File: config.mk
export PLATFORM = sky130hd
export DESIGN_NAME = reg_file_sb
export DESIGN_NICKNAME = d
export VERILOG_FILES = /design/src/rtl/reg_file_sb.sv
export SDC_FILE = /design/constraint.sdc
export NUM_CORES = 1
export LEC_CHECK = 0
export BUFFER_PORTS_ARGS = -buffer_cell sky130_fd_sc_hd__buf_4
export CORE_MARGIN = 2
export CORE_UTILIZATION = 45
export DETAILED_ROUTE_END_ITERATION = 8
export GPL_TIMING_DRIVEN = 0
export MAX_ROUTING_LAYER = met4
export PLACE_DENSITY_LB_ADDON = 0.12
export SETUP_SLACK_MARGIN = 0.2
export SLEW_MARGIN = 10
export SYNTH_ARGS = -nofsm -noshare
export SYNTH_HDL_FRONTEND = slang
export SYNTH_SLANG_ARGS = --single-unit
File: constraint.sdc
create_clock -name clk -period 5.4 [get_ports clk]
set_input_delay 1.08 -clock clk [delete_from_list [all_inputs] [get_ports clk]]
set_output_delay 1.08 -clock clk [all_outputs]
set_load 0.02 [all_outputs]
File: src/rtl/reg_file_sb.sv
// Register file for the ID/WB boundary: NUM_RD combinational read ports, one write port,
// optional same-cycle write bypass, optional hardwired zero register and a per-register pending scoreboard.
module reg_file_sb #(
    parameter int DATA_W   = 16,
    parameter int ADDR_W   = 4,
    parameter int NUM_RD   = 2,
    parameter bit BYPASS   = 1'b1,
    parameter bit ZERO_REG = 1'b0
) (
    input  logic                       clk,
    input  logic                       reset_n,
    input  logic [NUM_RD-1:0]          rd_en,
    input  logic [NUM_RD*ADDR_W-1:0]   rd_addr,
    output logic [NUM_RD*DATA_W-1:0]   rd_data,
    output logic [NUM_RD-1:0]          rd_busy,
    input  logic                       wr_en,
    input  logic [ADDR_W-1:0]          wr_addr,
    input  logic [DATA_W-1:0]          wr_data,
    input  logic                       iss_en,
    input  logic [ADDR_W-1:0]          iss_addr,
    output logic                       iss_stall,
    output logic [(1<<ADDR_W)-1:0]     pend_vec
);

    localparam int DEPTH = 1 << ADDR_W;

    logic [DATA_W-1:0] regs_reg [DEPTH];
    logic [DEPTH-1:0]  pend_reg;
    logic              wr_keep;
    logic              iss_set;

    assign wr_keep   = wr_en && !(ZERO_REG && (wr_addr == '0));
    assign iss_stall = iss_en && pend_reg[iss_addr] && !(wr_en && (wr_addr == iss_addr));
    assign iss_set   = iss_en && !iss_stall && !(ZERO_REG && (iss_addr == '0));
    assign pend_vec  = pend_reg;

    // The issue set is placed after the writeback clear so a same-address set wins.
    always_ff @(posedge clk or negedge reset_n) begin
        if (!reset_n) begin
            for (int i = 0; i < DEPTH; i++) begin
                regs_reg[i] <= DATA_W'(i);
            end
            pend_reg <= '0;
        end else begin
            if (wr_keep) begin
                regs_reg[wr_addr] <= wr_data;
            end
            if (wr_en) begin
                pend_reg[wr_addr] <= 1'b0;
            end
            if (iss_set) begin
                pend_reg[iss_addr] <= 1'b1;
            end
        end
    end

    genvar gi;
    generate
        for (gi = 0; gi < NUM_RD; gi++) begin : g_rd
            logic [ADDR_W-1:0] addr;
            logic              byp_hit;
            logic              zero_hit;

            assign addr     = rd_addr[gi*ADDR_W +: ADDR_W];
            // Bypass is suppressed in reset so reads show the reset contents.
            assign byp_hit  = BYPASS && reset_n && wr_en && (wr_addr == addr);
            assign zero_hit = ZERO_REG && (addr == '0);

            assign rd_data[gi*DATA_W +: DATA_W] = !rd_en[gi] ? '0 :
                                                  zero_hit   ? '0 :
                                                  byp_hit    ? wr_data :
                                                               regs_reg[addr];
            assign rd_busy[gi] = rd_en[gi] && pend_reg[addr] && !byp_hit && !zero_hit;
        end
    endgenerate

endmodule
# Word-level counts from Yosys, hierarchy flattened
# Index checks and enable logic that the tools add are counted.
dict set report totals {
  register_bits 272
  latchBits 0
  word_cells 79
  output_inout_bits 51
  n_memories 0
  mem_bits_ro 0
  ramBits 0
}
dict set report op_classes {
  n_mux 25
  addsub 0
  reduce_logical 18
  order_cmp 10
  n_shift 0
  bitwise_logic 6
  n_mul 0
  n_eq_ne 3
  div_mod_pow 0
}
# operator count
set op_table {}
lappend op_table {{$bwmux W256} 1}
lappend op_table {{$mux W16} 11}
lappend op_table {{$bmux W16 S4} 2}
lappend op_table {{$demux W16 S4} 1}
lappend op_table {{$lt A4 B5 Y1 const B} 4}
lappend op_table {{$and A16 B16 Y16} 1}
lappend op_table {{$not A16 Y16} 1}
lappend op_table {{$or A16 B16 Y16} 1}
lappend op_table {{$ge A5 B5 Y1 const B} 3}
lappend op_table {{$not A4 Y5} 3}
lappend op_table {{$logic_and A1 B1 Y1} 14}
lappend op_table {{$bmux W1 S4} 3}
lappend op_table {{$eq A4 B4 Y1} 3}
lappend op_table {{$demux W1 S4} 2}
lappend op_table {{$ge A4 B1 Y1 const B} 2}
lappend op_table {{$lt A5 B1 Y1 const B} 1}
lappend op_table {{$mux W1} 5}
lappend op_table {{$logic_not A1 Y1} 4}

# Logic depth before layout (Yosys ltp)
dict set report logic_depth {
  word_depth 9
  ltp_mapped 8
  mapped_depth_nobuf 4
}

# Least setup slack after synthesis
# OpenSTA, ideal clock, no wires.
dict set report synth_timing {
  path_kind {in2out}
  from {input rd_addr[0]}
  to {output rd_data[10]}
  path_slack_ns 1.821
  t_arrival_ns 2.499
  path_stages 7
  cell_sequence {buf_6 > buf_8 > buf_4 > mux4_2 > a22oi_1 > nand2_1 > a22o_1}
}
dict set report synth_via {
  elab_chain_cells 6
  elab_cells_between_ends 8
  classes_between {eq/ne: 1; mux: 5; bitwise: 1; reduce/logical: 1}
}
# element line_no
set synth_lines {}
lappend synth_lines {{start, declared} 13} ;# input logic [NUM_RD*ADDR_W-1:0] rd_addr,
lappend synth_lines {{$not A4 Y5 (implied by the code)} 72} ;# regs_reg[addr];
lappend synth_lines {{$bmux W16 S4} 72}
lappend synth_lines {{$mux W16 (implied by the code) (2 in a row)} 72}
lappend synth_lines {{$mux W16 *} 71} ;# byp_hit ? wr_data :
lappend synth_lines {{$mux W16 *} 69} ;# assign rd_data[gi*DATA_W +: DATA_W] = !rd_en[gi] ? '0 :
lappend synth_lines {{end, declared} 14} ;# output logic [NUM_RD*DATA_W-1:0] rd_data,
# Every way passes the cells marked *; elsewhere a longest branch is shown, timed or not. The select of a mux whose other input is x is not followed.

# Worst setup path after layout
dict set report layout_timing {
  from {input reset_n}
  to {output rd_data[13]}
}
dict set report layout_via {
  elab_chain_cells 4
}
# element line_no
set layout_lines {}
lappend layout_lines {{start, declared} 11} ;# input logic reset_n,
lappend layout_lines {{$logic_and A1 B1 Y1 (2 in a row)} 66} ;# assign byp_hit = BYPASS && reset_n && wr_en && (wr_addr == addr);
lappend layout_lines {{$mux W16} 71}
lappend layout_lines {{$mux W16} 69}
# Every way passes these cells.

==> results.sh <==
export IMPL_outcome="finished clean"
export IMPL_reg2reg_from="pend_vec[7]$_DFF_PN0_"
export IMPL_core_area_sq_um=33400
export IMPL_net_switching_power_mw=1.95
export IMPL_critPathKind="in -> out"
export IMPL_ys_async_sr_fraction=1.00
export IMPL_ys_warn_count=0
export IMPL_worst_slew_pin_transition_ps=1250
export IMPL_seq_area_frac_synth=0.452
export IMPL_yosys_area_top_type="dfrtp_1"
export IMPL_gp_congestion=0.856
export IMPL_p_leak_nw=7.20
export IMPL_die_area_sq_um=35100
export IMPL_hold_buffers=0
export IMPL_firstDrtPassIters=5
export IMPL_ctsRootBufferMaster="clkbuf_16"
export IMPL_arrival_ps=3760
export IMPL_drt_initial_drc_count=984
export IMPL_drcViolationCount=0
export IMPL_grt_max_degree=99
export IMPL_crit_slowest_cell="nor3_2"
export IMPL_min_delay_start="regs_reg[121]$_DFFE_PN0P_"
export IMPL_cp_top_family="buffers and inverters"
export IMPL_areaGrowthSynthToFinish_pct=14.9
export IMPL_hold_viol_final=0
export IMPL_grt_pass1_vias=10500
export IMPL_cap_violations=0
export IMPL_setup_viol=0
export IMPL_grt_use_total=0.287
export IMPL_vias=10300
export IMPL_crit_path_end_kind="output pin"
export IMPL_synth_edf_count=0
export IMPL_hold_class="reg -> reg"
export IMPL_synth_distinct_cells=43
export IMPL_ios=89
export IMPL_netlist_area_sq_um=15100
export IMPL_syn_inst=1010
export IMPL_power_mw=6.80
export IMPL_post_cts_buffers=0
export IMPL_numCtsBuffers=31
export IMPL_rsz0062_at_grt="no"
export IMPL_crit_fanout=98
export IMPL_overflow=0
export IMPL_worst_path_buf_inv=4
export IMPL_layout_min_cycle_time_ps=4840
export IMPL_crit_chain="buf_8, buf_16, nand3_1, nor3_2, buf_2, a22o_1, buf_4"
export IMPL_ant_nets=0
export IMPL_final_nets=1162
export IMPL_max_freq_mhz=207
export IMPL_p_int_mw=4.84
export IMPL_cts_tree="done"
export IMPL_setup_tns_ps=0
export IMPL_ys_ff_latch=272
export IMPL_die_y_um=187
export IMPL_wl_per_cell_um=30.2
export IMPL_startpoint_type="input pin"
export IMPL_pwr_share_clk=0.316
export IMPL_htree_levels=1
export IMPL_wl_mm=48.2
export IMPL_swShare=0.287
export IMPL_reg2reg_setup_slack_ps=3560
export IMPL_synth_area_top_cells="dfrtp_1 40%, mux4_2 21%, mux2_2 19%, dfstp_2 5.6%, a22oi_1 3.2%"
export IMPL_dp_hpwl_mm=31.2
export IMPL_numPortBuffers=79
export IMPL_synth_fp_nets=1048
export IMPL_clock_sinks=272
export IMPL_required_ps=4320
export IMPL_syn_area_per_cell_sq_um=15.0
export IMPL_start_util=0.454
export IMPL_fin_util=0.521
export IMPL_peakVddDrop_mv=0.273
export IMPL_grt_pass1_wl_mm=71.1
export IMPL_clock_skew_ps=2.90
export IMPL_r2r_cells=4
export IMPL_seq_power_share=0.430
export IMPL_clock_path_buffers=3
export IMPL_largest_reg_flops=256
export IMPL_clk_latency_ps=570
export IMPL_slew_violations=0
export IMPL_ctsResizeCount=0
export IMPL_finalCritPeriodShare=0.896
export IMPL_via_per_inst=6.45
export IMPL_r2r_end="pend_vec[6]$_DFF_PN0_"
export IMPL_num_antenna_cells=0
export IMPL_max_stage_delay_ps=570
export IMPL_power_density_nw_per_um2=391
export IMPL_synthFlopType="dfrtp_1"
export IMPL_die_x_um=187
export IMPL_antenna_found_initial=0
export IMPL_layout_drive_gt1_share=0.546
export IMPL_synthDominantCellAreaShare=0.397
export IMPL_num_rows=67
export IMPL_clkSlewWorstSetupHoldPaths_ps=60
export IMPL_hold_path_depth=1
export IMPL_combinationalPowerShare=0.255
export IMPL_whs_endpoint="regs_reg[121]$_DFFE_PN0P_"
export IMPL_slew_headroom=0.167
[metal layers]
layer  up-vias  part of all wire  track usage
li1       4186                 -            -
met1      5515              0.44        0.403
met2       468              0.45        0.426
met3       121             0.073       0.0454
met4         0             0.039        0.103
met5         -                 0            -
[placed cells by master, fill, tap and decap left out, types with 14 or more instances in the layout]
master,netlist,routed
a22o_1,32,32
a22oi_1,64,64
buf_2,33,33
buf_4,6,84
buf_6,14,14
clkbuf_1,34,40
clkbuf_16,0,32
dfrtp_1,240,240
dfstp_2,32,32
mux2_2,250,250
mux4_2,142,142
nand2_1,42,42
[logic make-up (layout without fill, tap and decap cells)]
logic type | after synthesis | after routing | share of synthesized area
AOI/OAI and AO/OA | 121 | 121 | 0.0632
xor gates and xnor gates | 12 | 12 | 0.00694
buffers and inverters | 104 | 241 | 0.0384
DFF | 272 | 272 | 0.452
muxes | 400 | 400 | 0.403
and+or+nand+nor | 101 | 101 | 0.0365
[power by group through the flow]
stage               clock network, mW  logic [mW]  registers (mW)
detailed placement                  0        1.72            2.94
floorplan                           0        1.23            2.86
global placement                    0        1.69            2.91
CTS                              2.18        1.73            2.91
finish                           2.14        1.73            2.92
global route                     2.27        1.84            2.99
[synth_stat cells, drive strengths merged (6+ instances only)]
cell type,instances
mux2,256
dfrtp,240
mux4,142
buf,65
a22oi,64
nand2,45
clkbuf,34
a22o,32
dfstp,32
nand2b,12
o41ai,12
nor2,9
xnor2,9
and2,6
nor3,6
[how the worst max path moves through the flow]
stage / startpoint / end / slack (ps) / cells after the start
after floorplan: rd_addr[0] / rd_data[10] / 1820 / 7
after global placement: reset_n / rd_data[21] / -1570 / 6
after detailed placement: reset_n / rd_data[5] / 460 / 7
after CTS: reset_n / rd_data[5] / 450 / 7
after global routing: reset_n / rd_data[5] / 250 / 7
final: reset_n / rd_data[13] / 560 / 7
[cell type report]
cell class	instances	area, sq um
Fill cell	2890	16000
Multi-Input combinational cell	634	7720
Sequential cell	272	6850
Inverter	5	18.8
Tap cell	448	561
Clock inverter	11	116
Clock buffer	45	920
Buffer	99	563
Timing Repair Buffer	81	656
[metrics by stage]
| step | area [sq um] | instances | hold slack [ps] | worst slack (ps) |
|---|---|---|---|---|
| after floorplan | 15100 | 1010 | 471 | 1820 |
| after global placement | 16300 | 1537 | 485 | -1570 |
| after detailed placement | 16400 | 1539 | 498 | 463 |
| after CTS | 17400 | 1595 | 512 | 449 |
| after global routing | 17400 | 1595 | 531 | 246 |
| final | 17400 | 1595 | 512 | 560 |
Power figures use the tool's default switching activity.
